<file path="config.mk">
export PLATFORM = sky130hd
export DESIGN_NAME = seq_multiplier_flat
export DESIGN_NICKNAME = d
export VERILOG_FILES = /design/src/rtl/seq_mult_if.sv /design/src/rtl/seq_multiplier.sv /design/src/flat_wrapper.sv
export SDC_FILE = /design/constraint.sdc
export NUM_CORES = 1
export LEC_CHECK = 0
export CORE_ASPECT_RATIO = 1.5
export CORE_MARGIN = 2
export CORE_UTILIZATION = 50
export DETAILED_ROUTE_END_ITERATION = 7
export PLACE_DENSITY = 0.77
export SLEW_MARGIN = 20
export SYNTH_ARGS = -nofsm -noshare
export SYNTH_HDL_FRONTEND = slang
export SYNTH_SLANG_ARGS = --single-unit
</file>
<file path="constraint.sdc">
create_clock -name clk -period 6.7 [get_ports clk]
set_input_delay 1.005 -clock clk [delete_from_list [all_inputs] [get_ports clk]]
set_output_delay 1.005 -clock clk [all_outputs]
set_load 0.01 [all_outputs]
</file>
<file path="src/rtl/seq_mult_if.sv">
// seq_mult_if: operand/handshake bundle between the control FSM and seq_multiplier.
interface seq_mult_if #(parameter int WIDTH = 8);
  logic               load_data;
  logic               mult_active;
  logic [WIDTH-1:0]   a_in;
  logic [WIDTH-1:0]   b_in;
  logic               load_done;
  logic               mult_done;
  logic               busy;
  logic [2*WIDTH-1:0] product;
  modport master(output load_data, mult_active, a_in, b_in,
                 input load_done, mult_done, busy, product);
  modport slave(input load_data, mult_active, a_in, b_in,
                output load_done, mult_done, busy, product);
endinterface

</file>
<file path="src/rtl/seq_multiplier.sv">
// seq_multiplier: fixed-latency shift-add unsigned multiplier, one iteration per clock.
module seq_multiplier #(
   parameter int WIDTH = 8
) (
   input logic       clk,
   input logic       rst,
   input logic       clr,
   seq_mult_if.slave bus
);
   localparam int CW = $clog2(WIDTH + 1);
   typedef enum logic [1:0] {IDLE, LOADED, CALC, DONE} state_t;
   state_t             state_q, state_d;
   logic [2*WIDTH-1:0] a_q, a_d, acc_q, acc_d, prod_q, prod_d, add;
   logic [WIDTH-1:0]   b_q, b_d;
   logic [CW-1:0]      cnt_q, cnt_d;
   always_ff @(posedge clk or negedge rst) begin
      if (!rst) begin
         state_q <= IDLE;
         a_q     <= '0;
         b_q     <= '0;
         acc_q   <= '0;
         cnt_q   <= '0;
         prod_q  <= '0;
      end else begin
         state_q <= state_d;
         a_q     <= a_d;
         b_q     <= b_d;
         acc_q   <= acc_d;
         cnt_q   <= cnt_d;
         prod_q  <= prod_d;
      end
   end
   assign add = b_q[0] ? acc_q + a_q : acc_q;
   always_comb begin
      state_d = state_q;
      a_d     = a_q;
      b_d     = b_q;
      acc_d   = acc_q;
      cnt_d   = cnt_q;
      prod_d  = prod_q;
      if (clr) begin
         state_d = IDLE;
         a_d     = '0;
         b_d     = '0;
         acc_d   = '0;
         cnt_d   = '0;
         prod_d  = '0;
      end else begin
         case (state_q)
            IDLE, DONE, LOADED: begin
               if (bus.load_data) begin
                  state_d = LOADED;
                  a_d     = {{WIDTH{1'b0}}, bus.a_in};
                  b_d     = bus.b_in;
                  acc_d   = '0;
               end else if (state_q == LOADED && bus.mult_active) begin
                  state_d = CALC;
                  cnt_d   = '0;
               end
            end
            CALC: begin
               // Dropping mult_active aborts without touching product.
               if (!bus.mult_active) state_d = IDLE;
               else begin
                  acc_d = add;
                  a_d   = a_q << 1;
                  b_d   = b_q >> 1;
                  cnt_d = cnt_q + 1'b1;
                  if (cnt_q == CW'(WIDTH - 1)) begin
                     prod_d  = add;
                     state_d = DONE;
                  end
               end
            end
            default: state_d = IDLE;
         endcase
      end
   end
   assign bus.load_done = (state_q == LOADED);
   assign bus.mult_done = (state_q == DONE);
   assign bus.busy      = (state_q == CALC);
   assign bus.product   = prod_q;
endmodule

</file>
<file path="src/flat_wrapper.sv">
// flat-port wrapper written by rule: the top's interface ports become plain ports
module seq_multiplier_flat 
#(
   parameter int WIDTH = 8
)
  (clk, rst, clr, bus_load_data, bus_mult_active, bus_a_in, bus_b_in, bus_load_done, bus_mult_done, bus_busy, bus_product);
  seq_mult_if #(.WIDTH(WIDTH)) bus_i ();
  input logic clk;
  input logic rst;
  input logic clr;
  input wire logic [$bits(bus_i.load_data)-1:0] bus_load_data;
  input wire logic [$bits(bus_i.mult_active)-1:0] bus_mult_active;
  input wire logic [$bits(bus_i.a_in)-1:0] bus_a_in;
  input wire logic [$bits(bus_i.b_in)-1:0] bus_b_in;
  output wire logic [$bits(bus_i.load_done)-1:0] bus_load_done;
  output wire logic [$bits(bus_i.mult_done)-1:0] bus_mult_done;
  output wire logic [$bits(bus_i.busy)-1:0] bus_busy;
  output wire logic [$bits(bus_i.product)-1:0] bus_product;
  assign bus_i.load_data = bus_load_data;
  assign bus_i.mult_active = bus_mult_active;
  assign bus_i.a_in = bus_a_in;
  assign bus_i.b_in = bus_b_in;
  assign bus_load_done = bus_i.load_done;
  assign bus_mult_done = bus_i.mult_done;
  assign bus_busy = bus_i.busy;
  assign bus_product = bus_i.product;
  seq_multiplier #(.WIDTH(WIDTH)) u_core (.clk(clk), .rst(rst), .clr(clr), .bus(bus_i));
endmodule
</file>
## After elaboration in Yosys (flattened, before gate mapping)

Index checks and enable logic that the tools add are counted.

- Register bits: 62
- Output and inout port bits: 19
- Word-level logic and storage cells: 56

- Add/subtract/negate cells: 2
- Equal/unequal tests: 10
- Mux-type cells: 28
- Reductions and logical operators: 10

Operators by type and width:

| kind | number |
|---|---|
| $mux W16 | 11 |
| $pmux W16 S2 | 2 |
| $mux W8 | 3 |
| $add A16 B16 Y16 | 1 |
| $mux W4 | 4 |
| $pmux W8 S2 | 1 |
| $mux W2 | 5 |
| $ne A3 B3 Y1 const B | 3 |
| $ne A4 B3 Y1 const B | 2 |
| $pmux W4 S2 | 1 |
| $reduce_and A3 Y1 | 2 |
| $reduce_bool A2 Y1 | 3 |
| $add A4 B1 Y4 const B | 1 |
| $eq A2 B2 Y1 const B | 2 |
| $eq A4 B3 Y1 const B | 1 |
| $pmux W2 S2 | 1 |
| $reduce_and A2 Y1 | 2 |
| $ne A3 B2 Y1 const B | 1 |
| $reduce_or A3 Y1 | 1 |
| $eq A2 B1 Y1 const B | 1 |
| $logic_not A2 Y1 | 1 |
| $logic_and A1 B1 Y1 | 1 |

## Longest topological paths before layout

Gate-level depths: netlist of run 1.

- Depth after elaboration: 6
- Depth in mapped cells: 9

## Least setup slack after synthesis of run 1

Ideal clock, no wire load.

- Path type: register to register
- From: register u_core.acc_q[0]
- To: register u_core.prod_q[10], in the netlist u_core.bus.product[10]
- Arrival time: 2.033 ns
- Setup slack: 4.573 ns
- Cell stages (with the launch flop): 10
- Buffers on the path: 0
- Cell sequence: dfrtp_1 > ha_1 > inv_1 > fa_1 > and2b_1 > o211ai_1 > a211oi_1 > or3_1 > a31oi_1 > a211oi_1

- Longest elaborated chain between the ends: 6

RTL lines:

| item | RTL line | source |
|---|---|---|
| start, declared | seq_multiplier.sv:13 | `logic [2*WIDTH-1:0] a_q, a_d, acc_q, acc_d, prod_q, prod_d, add;` |
| start signal, assigned | seq_multiplier.sv:21 | `acc_q <= '0;` |
| start signal, assigned | seq_multiplier.sv:28 | `acc_q <= acc_d;` |
| $add A16 B16 Y16 | seq_multiplier.sv:33 | `assign add = b_q[0] ? acc_q + a_q : acc_q;` |
| $mux W16 | seq_multiplier.sv:33 |  |
| $mux W16 | seq_multiplier.sv:69 | `if (cnt_q == CW'(WIDTH - 1)) begin` |
| $mux W16 | seq_multiplier.sv:63 | `if (!bus.mult_active) state_d = IDLE;` |
| $mux W16 | seq_multiplier.sv:49 | `case (state_q)` |
| $mux W16 | seq_multiplier.sv:41 | `if (clr) begin` |
| end signal, assigned | seq_multiplier.sv:30 | `prod_q <= prod_d;` |
| end, declared | seq_multiplier.sv:13 |  |

No other way between the ends. The select of a mux whose other input is x is not followed.
A chain may end at the register's enable or synchronous reset.

## Worst setup path in the final report of run 1

- From: register u_core.state_q[0]
- To: output bus_busy

- Longest elaborated chain between the ends: 1

RTL lines:

| item | RTL line | source |
|---|---|---|
| start, declared | seq_multiplier.sv:12 | `state_t state_q, state_d;` |
| start signal, assigned | seq_multiplier.sv:25 | `state_q <= state_d;` |
| $eq A2 B2 Y1 | seq_multiplier.sv:81 | `assign bus.busy = (state_q == CALC);` |
| end, declared | flat_wrapper.sv:17 | `output wire logic [$bits(bus_i.busy)-1:0] bus_busy;` |

No other way between the ends.

==> impl_results.md, run 1 <==
- Setup TNS: 0 ns
- Maximum VDD drop: 0.1838 mV
- Worst R2R Setup Slack: 4.08 ns
- Critical Path RT: 5.69 ns
- Syn nets: 448
- Final min period: 3.075 ns
- Number of max-cap violations: 0
- Clk buf depth: 2
- Layout cell share with drive strength beyond 1: 8.444%
- Initial antenna violation count: 0
- Clock power frac: 40.8%
- Status: finished, final reports clean
- Clk sinks: 62
- Die Ht: 109.6 µm
- CP Max Fanout: 19
- Root buf cell: clkbuf_8
- All-Layer GR Usage: 23.02%
- DR vias: 3,139
- Synth Instances: 410
- Async SR Flop Fraction: 100.0%
- First-pass GRT wire length: 14.17 mm
- Final core utilization: 60.15%
- Die area: 8160 µm²
- Cts hold-fix bufs: 0
- WL final: 8.566 mm
- Mapped Avg Cell Area: 9.073 µm²
- Setup Skew: 0.006648 ns
- Post-CTS Setup Bufs: 0
- Vias in the first global route: 2,931
- Most frequent cells in the layout: nand2_1 (67), dfrtp_1 (62), o21ai_0 (49)
- Sequential area share after synthesis: 41.71%
- DRT iter0 DRCs: 193
- Slew margin rel.: 48.50%
- Pins Over Slew Limit: 0
- Synthesized area: 3720 µm²
- Die width: 74.43 µm
- Initial Util: 51.47%
- Critical path class: flip-flop to output pin
- Nets: 483
- Ant diodes: 0
- GP Congestion: 0.8915
- Routed len/inst: 15.57 µm
- Non-Filler Instances: 550
- Sw frac: 25.64%
- Crit end category: output pin
- Worst-path clk slew: 0.07 ns
- Antenna-violating nets left: 0
- Worst hold path type: flip-flop to flip-flop
- Placed Cells: 534
- Port Buffers: 39
- Reg power frac: 50.5%
- Area growth from synthesis to layout: 16.85%
- Yosys warnings: 0
- Fmax: 325.2 MHz
- Clk_lat worst skew: 0.36 ns
- RSZ-0062 raised after global routing: false
- Yosys cell types: 61
- Setup violations, final: 0
- Post_cts resized: 0
- FILL cells: 675
- Commonest non-fill, non-tap cell in the layout: nand2_1
- Worst path arrival time: 2.07 ns
- Core ar.: 7227 µm²
- Clock tree from TritonCTS: yes
- Largest net degree at the start of global routing: 63
- Top Ports: 40
- Number of flops mapped to enable cells by yosys: 0
- Drt drc: 0
- Vias/cell: 5.707
- Crit path launch type: flip-flop
- Top_reg_cell synth: dfrtp_1
- CTS H-tree depth: 3
- Internal Power: 0.5704 mW
- Flops & latches, synth: 62
- Leak: 1.817 nW
- Row cnt: 38
- Comb power frac: 8.6%
- Total CTS buffers: 9
- Final hold vios: 0
- Grt ovf: 0
- Switching pwr: 0.1967 mW
- Drt pass-1 iters: 4
- Power density over the cells: 176.5 nW/µm²
- Final period utilization: 45.89%
- Worst-Margin Slew: 0.7726 ns
- Hpwl dp: 6.207 mm
==> stage by stage <==
stage	worst slack (ns)	hold slack, ns	instance area [µm²]	total power [mW]
floorplan	4.573	0.4496	3720	0.4302
global placement	3.621	0.4673	4161	0.4610
detailed placement	3.570	0.4768	4161	0.4619
CTS	3.607	0.4920	4347	0.7737
global route	3.524	0.5132	4347	0.7960
finish	3.625	0.4861	4347	0.7671
==> cell usage after synthesis (5+ instances only) <==
| master | instances | share of area (%) |
|---|---|---|
| o21ai_0 | 49 | 6.6 |
| nand2_1 | 67 | 6.8 |
| a211oi_1 | 10 | 2.0 |
| mux2i_1 | 22 | 5.9 |
| ha_1 | 16 | 5.4 |
| nor2_1 | 22 | 2.2 |
| nand3_1 | 11 | 1.5 |
| a22o_1 | 5 | 1.2 |
| inv_1 | 10 | 1.0 |
| dfrtp_1 | 62 | 42 |
| a21oi_1 | 17 | 2.3 |
| nor3_1 | 7 | 0.94 |
| nor3b_1 | 7 | 1.4 |
| nand2b_1 | 6 | 1.0 |
| a21o_1 | 5 | 1.0 |
| buf_2 | 9 | 1.2 |
==> critical path, stage by stage, from the launching register on <==
cell	delay [ns]
dfrtp_1	0.42
nand2b_1	0.40
inv_6	0.31
clkdlybuf4s50_1	0.58
==> state kept, by name, summed over array words and instances, names as in the netlist <==
signal,cells
u_core.a_q,16
u_core.b_q,8
u_core.bus.product,16
u_core.cnt_q,4
u_core.state_q,2
u_core.acc_q,16
==> metal layers <==
metal,vias to the layer above,global-route usage (%),part of all wire (%)
met5,-,0,0
met4,0,11.86,3.3
met3,21,4.766,4.0
met2,89,37.48,51
met1,1478,28.42,41
li1,1551,-,-
==> final timing paths <==
check / depth (start not counted) / start / end
max in group asynchronous: 2 / rst / u_core.cnt_q[0]
min reg2reg: 2 / u_core.b_q[3] / u_core.b_q[3]
min in group asynchronous: 2 / rst / u_core.bus.product[3]
max: 3 / u_core.state_q[0] / bus_busy
min: 2 / u_core.b_q[3] / u_core.b_q[3]
max reg2reg: 9 / u_core.a_q[0] / u_core.bus.product[10]
==> cell families (layout without fill, tap and decap cells) <==
kind of cell / count (synthesis) / after routing / synth area share [%]
xor gates and xnor gates: 6 / 6 / 1.413
DFF: 62 / 62 / 41.71
buffers and inverters: 31 / 71 / 4.070
adders and majority gates: 17 / 17 / 5.920
muxes: 24 / 24 / 6.525
AOI/OAI and AO/OA: 117 / 117 / 20.11
and+or+nand+nor: 153 / 153 / 20.25
==> power by group through the flow <==
stage               sequential (mW)  combinational (mW)  clock [mW]
global placement              0.394              0.0667           0
global route                  0.388              0.0748       0.333
CTS                           0.388              0.0676       0.318
floorplan                     0.393              0.0374           0
detailed placement            0.395              0.0671           0
finish                        0.388              0.0663       0.313
==> area by class of cell <==
cell class	count	area [µm²]	share of cell area [%]
Sequential cell	62	1551	35.69
Timing Repair Buffer	43	415.4	9.557
Inverter	12	50.05	1.151
Clock inverter	4	20.02	0.4606
Tap cell	100	125.1	2.879
Multi-Input combinational cell	317	2019	46.46
Clock buffer	12	165.2	3.800
(Power assumes the default switching activity.)
==> run 2: changes to the inputs <==
--- a/config.mk
+++ b/config.mk
@@ -9,7 +9,7 @@
 export CORE_MARGIN = 2
 export CORE_UTILIZATION = 50
 export DETAILED_ROUTE_END_ITERATION = 7
-export PLACE_DENSITY = 0.77
+export PLACE_DENSITY = 0.8
 export SLEW_MARGIN = 20
 export SYNTH_ARGS = -nofsm -noshare
 export SYNTH_HDL_FRONTEND = slang
==> constraint.sdc (replaced) <==
create_clock -name clk -period 2.8 [get_ports clk]
set_input_delay 0.42 -clock clk [delete_from_list [all_inputs] [get_ports clk]]
set_output_delay 0.42 -clock clk [all_outputs]
set_load 0.01 [all_outputs]
==> impl_results.md, run 2 (synthesized netlist as in run 1, its figures left out) <==
- All-Layer GR Usage: 24.19%
- Post-CTS Setup Bufs: 0
- Die Ht: 109.6 µm
- First-pass GRT wire length: 14.92 mm
- Non-Filler Instances: 556
- Met3 usage: 5.500%
- Most frequent cells in the layout: nand2_1 (67), dfrtp_1 (62), o21ai_0 (49)
- Critical path class: flip-flop to output pin
- Clk sinks: 62
- Met1 Use GR: 28.14%
- Die width: 74.43 µm
- Vias in the first global route: 3,152
- Hold WS: 0.08785 ns
- CP Max Fanout: 19
- Clock tree from TritonCTS: yes
- WL final: 8.922 mm
- Maximum VDD drop: 0.3622 mV
- Final hold vios: 0
- Crit end category: output pin
- Vias/cell: 5.757
- Total CTS buffers: 9
- Post_cts resized: 0
- Initial antenna violation count: 0
- Pins Over Slew Limit: 0
- Die area: 8160 µm²
- Worst-path clk slew: 0.07 ns
- Setup violations, final: 0
- Slew margin rel.: 65.42%
- Top Ports: 40
- Critical Path RT: 2.38 ns
- CTS H-tree depth: 3
- Status: finished, final reports clean
- CP peak stage delay: 0.58 ns
- Ant diodes: 0
- Routed len/inst: 16.05 µm
- Final min period: 2.467 ns
- Clk_lat worst skew: 0.34 ns
- Worst-Margin Slew: 0.5188 ns
- Nets: 490
- DRT iter0 DRCs: 204
- GP Congestion: 0.9084
- DR vias: 3,201
- Drt pass-1 iters: 4
- FILL cells: 631
- Crit path launch type: flip-flop
- RSZ-0062 raised after global routing: false
- Worst hold path type: primary input to async pin
- Area growth from synthesis to layout: 18.33%
- Gr busiest metal: met2
- Layout cell share with drive strength beyond 1: 9.649%
- Cts hold-fix bufs: 0
- Final period utilization: 88.10%
- Setup Skew: 0.01069 ns
- Crit path cell chain: nand2b_1 > inv_6 > clkdlybuf4s50_1
- Drt drc: 0
- Core ar.: 7227 µm²
- Number of max-cap violations: 0
- Port Buffers: 39
- Worst path arrival time: 2.05 ns
- Leak: 1.853 nW
- Antenna-violating nets left: 0
- Power density over the cells: 421.5 nW/µm²
- Root buf cell: clkbuf_8
- Commonest non-fill, non-tap cell in the layout: nand2_1
- Grt ovf: 0
- Slowest cell on the critical path: clkdlybuf4s50_1
- Clk buf depth: 2
- Placed Cells: 541
- Largest net degree at the start of global routing: 36
- M2 GR Usage: 40.33%
- Initial Util: 51.47%
- Hpwl dp: 6.631 mm
- Fmax: 405.4 MHz
- Row cnt: 38
- Post-place setup slack: 0.3328 ns
- Setup TNS: 0 ns
- Final WS setup: 0.3333 ns
run 2: changes by cell type in the layout (fill, tap and decap cells not counted):
cell / delta
buf_4: +7
bufinv_16: +1
clkbuf_8: -2
run 2: critical path: cells and delay by family, from the launching register on:
kind | cells | cell delay, ns
buffers and inverters | 2 | 0.89
flip-flops | 1 | 0.42
AND/OR/NAND/NOR | 1 | 0.39
run 2: through the flow:
step	utilization [%]	area [µm²]	power, mW
4_1_cts	60.91	4402	1.867
3_5_place_dp	58.31	4214	1.114
3_3_place_gp	58.31	4214	1.108
5_1_grt	60.91	4402	1.923
6_report	60.91	4402	1.855
2_1_floorplan	-	3720	1.029
run 2: where the power goes:
group	internal, mW	switching (mW)	leakage [nW]
logic	0.0690	0.0997	0.897
registers	0.913	0.0142	0.854
clock network	0.424	0.335	0.102
run 2: path summary, 6_finish.rpt:
kind,from,endpoint,slack (ns),depth (start not counted)
worst min-delay path,rst,u_core.bus.product[3],0.09,2
max in group asynchronous,rst,u_core.a_q[13],2.35,2
worst max-delay path,u_core.state_q[0],bus_busy,0.33,3
worst min register to register,u_core.b_q[7],u_core.b_q[7],0.49,2
min in group clk,u_core.b_q[7],u_core.b_q[7],0.49,2
worst max register to register,u_core.acc_q[0],u_core.acc_q[12],0.33,9
run 2: per-layer routing:
metal | up-vias | wire length (µm) | part of all wire, %
met5 | - | 0 | 0
met4 | 0 | 436 | 4.9
met3 | 31 | 331 | 3.7
met2 | 77 | 4518 | 51
met1 | 1530 | 3635 | 41
li1 | 1563 | - | -
run 2: cell type report:
class | instances | area (µm²) | share of cell area, %
sequential | 62 | 1551 | 35.25
clock buffer | 10 | 137.6 | 3.127
clock inverter | 5 | 50.05 | 1.137
timing repair buffer | 50 | 467.9 | 10.63
inverter | 12 | 50.05 | 1.137
multi-input combinational | 317 | 2019 | 45.88
tap | 100 | 125.1 | 2.843
